===== src/rtl/noc_router_xy.sv =====
// Five-port XY-routed mesh router tile: per-input FIFOs, combinational route compute on
// each FIFO head, and a round-robin arbiter plus holding register on every output.
module noc_router_xy #(
   parameter int unsigned BUS_WIDTH  = 32,
   parameter int unsigned COORD_W    = 2,
   parameter int unsigned X_POS      = 0,
   parameter int unsigned Y_POS      = 0,
   parameter int unsigned FIFO_DEPTH = 4
) (
   input  logic                   clk1,
   input  logic                   rst,
   input  logic [5*BUS_WIDTH-1:0] router_in,
   input  logic [4:0]             valid_in,
   output logic [4:0]             buffer_out,
   output logic [5*BUS_WIDTH-1:0] router_out,
   output logic [4:0]             valid_out,
   input  logic [4:0]             buffer_in
);

   localparam int unsigned PtrW = $clog2(FIFO_DEPTH);
   localparam int unsigned CntW = $clog2(FIFO_DEPTH + 1);

   localparam logic [2:0] PortLocal = 3'd0;
   localparam logic [2:0] PortNorth = 3'd1;
   localparam logic [2:0] PortEast  = 3'd2;
   localparam logic [2:0] PortSouth = 3'd3;
   localparam logic [2:0] PortWest  = 3'd4;

   typedef logic [BUS_WIDTH-1:0] flit_t;

   logic [4:0][BUS_WIDTH-1:0] in_flit;
   logic [4:0][BUS_WIDTH-1:0] out_q;
   logic [4:0]                valid_q;

   flit_t            mem [5][FIFO_DEPTH];
   logic [PtrW-1:0]  rd_ptr [5];
   logic [PtrW-1:0]  wr_ptr [5];
   logic [CntW-1:0]  count [5];
   logic [4:0]       push;
   logic [4:0]       pop;
   logic [4:0]       empty;
   flit_t            head [5];
   logic [2:0]       route [5];
   logic [COORD_W-1:0] dest_x;
   logic [COORD_W-1:0] dest_y;

   logic [4:0]       req [5];
   logic [4:0]       out_free;
   logic [4:0]       gnt_valid;
   logic [2:0]       gnt_idx [5];
   logic [2:0]       rr_ptr [5];
   logic [2:0]       cand;

   assign in_flit    = router_in;
   assign router_out = out_q;
   assign valid_out  = valid_q;

   function automatic logic [2:0] rr_next(input logic [2:0] p);
      return (p == 3'd4) ? 3'd0 : p + 3'd1;
   endfunction

   always_comb begin
      for (int i = 0; i < 5; i++) begin
         buffer_out[i] = (count[i] == CntW'(FIFO_DEPTH));
         empty[i]      = (count[i] == '0);
         // Full flag comes from registered state, so a same-cycle pop never admits a write.
         push[i]       = valid_in[i] && !buffer_out[i];
      end
   end

   // Dimension-ordered routing: resolve X first, then Y.
   always_comb begin
      dest_x = '0;
      dest_y = '0;
      for (int i = 0; i < 5; i++) begin
         head[i] = mem[i][rd_ptr[i]];
         dest_x  = head[i][BUS_WIDTH-1 -: COORD_W];
         dest_y  = head[i][BUS_WIDTH-1-COORD_W -: COORD_W];
         if (dest_x > COORD_W'(X_POS))      route[i] = PortEast;
         else if (dest_x < COORD_W'(X_POS)) route[i] = PortWest;
         else if (dest_y > COORD_W'(Y_POS)) route[i] = PortNorth;
         else if (dest_y < COORD_W'(Y_POS)) route[i] = PortSouth;
         else                               route[i] = PortLocal;
      end
   end

   always_comb begin
      cand = '0;
      pop  = '0;
      for (int o = 0; o < 5; o++) begin
         for (int i = 0; i < 5; i++) begin
            req[o][i] = !empty[i] && (route[i] == 3'(o));
         end
         out_free[o]  = !valid_q[o] || !buffer_in[o];
         gnt_valid[o] = 1'b0;
         gnt_idx[o]   = '0;
         cand         = rr_ptr[o];
         for (int k = 0; k < 5; k++) begin
            if (out_free[o] && !gnt_valid[o] && req[o][cand]) begin
               gnt_valid[o] = 1'b1;
               gnt_idx[o]   = cand;
            end
            cand = rr_next(cand);
         end
         // Each head requests exactly one output, so an input is popped at most once.
         if (gnt_valid[o]) pop[gnt_idx[o]] = 1'b1;
      end
   end

   always_ff @(posedge clk1 or posedge rst) begin
      if (rst) begin
         for (int i = 0; i < 5; i++) begin
            rd_ptr[i] <= '0;
            wr_ptr[i] <= '0;
            count[i]  <= '0;
         end
      end else begin
         for (int i = 0; i < 5; i++) begin
            if (push[i]) wr_ptr[i] <= wr_ptr[i] + PtrW'(1);
            if (pop[i])  rd_ptr[i] <= rd_ptr[i] + PtrW'(1);
            count[i] <= count[i] + CntW'(push[i]) - CntW'(pop[i]);
         end
      end
   end

   always_ff @(posedge clk1) begin
      for (int i = 0; i < 5; i++) begin
         if (push[i]) mem[i][wr_ptr[i]] <= in_flit[i];
      end
   end

   always_ff @(posedge clk1 or posedge rst) begin
      if (rst) begin
         out_q   <= '0;
         valid_q <= '0;
         for (int o = 0; o < 5; o++) rr_ptr[o] <= '0;
      end else begin
         for (int o = 0; o < 5; o++) begin
            if (out_free[o]) begin
               valid_q[o] <= gnt_valid[o];
               out_q[o]   <= gnt_valid[o] ? head[gnt_idx[o]] : '0;
               if (gnt_valid[o]) rr_ptr[o] <= rr_next(gnt_idx[o]);
            end
         end
      end
   end

   for (genvar p = 0; p < 5; p++) begin : g_protocol_chk
      assert property (@(posedge clk1) disable iff (rst) !(valid_in[p] && buffer_out[p]))
         else $warning("noc_router_xy: write to full input FIFO %0d ignored", p);
   end

endmodule


===== config.mk =====
export PLATFORM = sky130hd
export DESIGN_NAME = noc_router_xy
export DESIGN_NICKNAME = d
export VERILOG_FILES = /design/src/rtl/noc_router_xy.sv
export SDC_FILE = /design/constraint.sdc
export NUM_CORES = 1
export LEC_CHECK = 0
export ABC_AREA = 0
export CORE_MARGIN = 2
export CORE_UTILIZATION = 59
export DETAILED_ROUTE_END_ITERATION = 12
export DONT_BUFFER_PORTS = 1
export GPL_ROUTABILITY_DRIVEN = 0
export PLACE_DENSITY = 0.75
export SLEW_MARGIN = 30
export SYNTH_ARGS = -nofsm -noshare
export SYNTH_HDL_FRONTEND = slang
export SYNTH_SLANG_ARGS = --single-unit

===== constraint.sdc =====
create_clock -name clk1 -period 6.6 [get_ports clk1]
set_input_delay 1.32 -clock clk1 [delete_from_list [all_inputs] [get_ports clk1]]
set_output_delay 1.32 -clock clk1 [all_outputs]
set_load 0.02 [all_outputs]

==> flow_metrics.tcl <==
set metrics [dict create \
    cts_htree_levels 3 \
    min_path_type "input pin to asynchronous set/reset pin" \
    port_buffers 0 \
    start_util 0.595 \
    cp_common_cell "ha_1" \
    avgSynthCellArea_sq_um 15.4 \
    postSynthCellCount 2386 \
    first_pass_iters 8 \
    core_sq_um 61600 \
    crit_chain "inv_1 > ha_1 > a21o_1 > ha_1 > o21ai_0 > a22o_1 > inv_1 > ha_1 > a31o_2 > a221oi_1 > a211oi_1 > mux2_2 > a21oi_1 > a311o_2 > buf_4 > and3_1 > buf_4 > a21oi_1 > o21ai_0" \
    clk_latency_ns 0.65 \
    slew_headroom 0.318 \
    area_delta_synth_final_pct 9.14 \
    skew_ns 0.0378 \
    report.final.slew_viol_count 0 \
    pin_count 342 \
    drive_gt1_frac 0.179 \
    crit_type "register to register" \
    drt.antenna.violating_nets 0 \
    dp_hpwl_um 65500 \
    num_vias 21947 \
    ys_top_cells_by_area "edfxtp_1, dfrtp_1, mux4_2" \
    fin_crit_ns 6.24 \
    finalCritPeriodShare 0.946 \
    antenna_found_initial 3 \
    finalSetupViolCount 0 \
    rsz0062_at_grt "no" \
    grt_pass1_wl_um 139000 \
    ys_async_sr_fraction 0.216 \
    drtIter0Drc 2316 \
    dieArea_sq_um 64100 \
    grt-ovfl-total 0 \
    cts_tree "yes" \
    wl_per_cell_um 29.0 \
    final_hold_viol_count 0 \
    fmax_mhz 160 \
    worstPathMaxFanout 68 \
    chipWidth_um 253 \
    setup_slack_ns 0.358 \
    cts_buffer_depth 3 \
    slowest_stage "dfrtp_1" \
    yosysTopAreaCell "edfxtp_1" \
    ys_ff_latch 816 \
    numClockSinks 816 \
    cts_hold_buf 0 \
    drc_errors 0 \
    synth_edf_count 640 \
    path_clk_slew_ns 0.06 \
    worst_pin_slew_ns 1.02 \
    die_y_um 253 \
    via_per_inst 6.71 \
    cts_buffers 80 \
    grt_start_max_net_pins 121 \
    critPathRequiredTime_ns 7.15 \
    r2r_setup_slack_ns 0.36 \
    tns_ns 0 \
    end_kind "register" \
    rows 91 \
    drv_cap 0 \
    grt_pass1_vias 22217 \
    final_util 0.649 \
    status "finished clean" \
    antenna_cells 0 \
    track_usage 0.297 \
    synth_cell_type_count 85 \
    yosys.area.top_type_share 0.524 \
    synth_ff_type "edfxtp_1" \
    place_ws_ns 0.137 \
    syn-cell-area_sq_um 36700 \
    wirelength_um 94900 \
    critPathMaxStageDelay_ns 0.61 \
    yosys_warnings 0 \
    synth-seq-area-share 0.644 \
    stdcell_area_sq_um 40000 \
    cts_root_buffer "clkbuf_16" \
    critPathLaunchType "register" \
    nNetsFinal 2599 \
    postPlaceCellArea_sq_um 37400 \
    cp.arrival_ns 6.79 \
    n_fill_cell 4210 \
]
cells in the mapped netlist (34+ instances only):
library cell and count:
a22oi_1 34, nand3_1 52, a21o_1 36, and3_1 49
o21ai_0 40, clkbuf_1 104, buf_4 39, mux4_2 160
o221ai_1 36, ha_1 56, mux2_2 34, mux2i_1 70
edfxtp_1 640, nand2_1 159, a32o_1 34, a21oi_1 101
o22ai_1 66, inv_1 64, o21a_1 36, dfrtp_1 176
worst paths after layout:
check | startpoint | to | cells after the start
setup reg to reg | rr_ptr[6] | router_out[85] | 19
max in group asynchronous | rst | router_out[47] | 3
min in group clk1 | count[8] | count[8] | 1
setup / recovery | rr_ptr[6] | router_out[85] | 19
hold reg to reg | count[8] | count[8] | 1
hold / removal | rst | router_out[104] | 1
through the flow:
stage / hold slack, ns / cells
CTS: 0.496 / 3268
floorplan: 0.452 / 2418
finish: 0.487 / 3270
detailed placement: 0.484 / 3119
global placement: 0.469 / 3118
global route: 0.478 / 3270
layout by cell type (no fill, tap or decap), types with 22 or more instances in the layout:
cell       count
o221ai_1      35
mux4_2       160
and3_1        48
a32o_1        34
nand2_1      159
a21o_1        35
mux2_2        34
o22ai_1       66
clkbuf_1      22
ha_1          56
inv_1         63
mux2i_1       70
clkbuf_16     82
dfrtp_1      169
edfxtp_1     640
o21a_1        36
buf_4         52
conb_1        33
o21ai_0       39
and2_1        29
nand3_1       52
nor2_1        30
a21oi_1      101
a22oi_1       34
what timing repair did:
| action | 4_1_cts | 5_1_grt |
|---|---|---|
| buffers inserted | 0 | 1 |
| resized for setup | 0 | 7 |
| setup endpoints to repair | 0 | 8 |
worst max-delay path, delay by kind of cell, from the launching register on:
family	cells	cell delay, ns
simple gates	1	0.52
mux	1	0.35
fa+ha+maj	3	0.94
compound gates	10	2.36
buf+inv	4	1.35
flops	1	0.61
routing by layer:
layer | vias to the layer above | global-route usage | share of wire
met5 | - | 0 | 0.00036
met3 | 299 | 0.0883 | 0.094
met4 | 6 | 0.172 | 0.064
met1 | 11055 | 0.337 | 0.34
li1 | 9402 | - | -
met2 | 1185 | 0.500 | 0.51
kinds of logic (layout without fill, tap and decap cells):
group	after synthesis	in the layout	share of synthesized area
compound gates	535	535	0.108
xor+xnor	25	25	0.00597
fa+ha+maj	61	61	0.0218
buf+inv	255	270	0.0318
flops	816	816	0.644
mux	265	265	0.128
other cells	1	33	0.000102
simple gates	428	428	0.0599
registers in the layout (all words and copies together), names as in the netlist:
register,flops
mem,640
router_out,128
count,15
rd_ptr,10
wr_ptr,10
rr_ptr,9
valid_out,4
final cells by class:
cell class	count	area (sq um)	share of cell area
inverter	67	259	0.00647
clock buffer	106	2160	0.0540
multi-input combinational	1347	12100	0.301
tap	837	1050	0.0262
sequential	816	23600	0.591
clock inverter	43	407	0.0102
timing repair buffer	54	445	0.0111
Power is left out: the tool's default activity adds up to more than one toggle a clock period on the data nets, which glitch-free logic cannot reach.
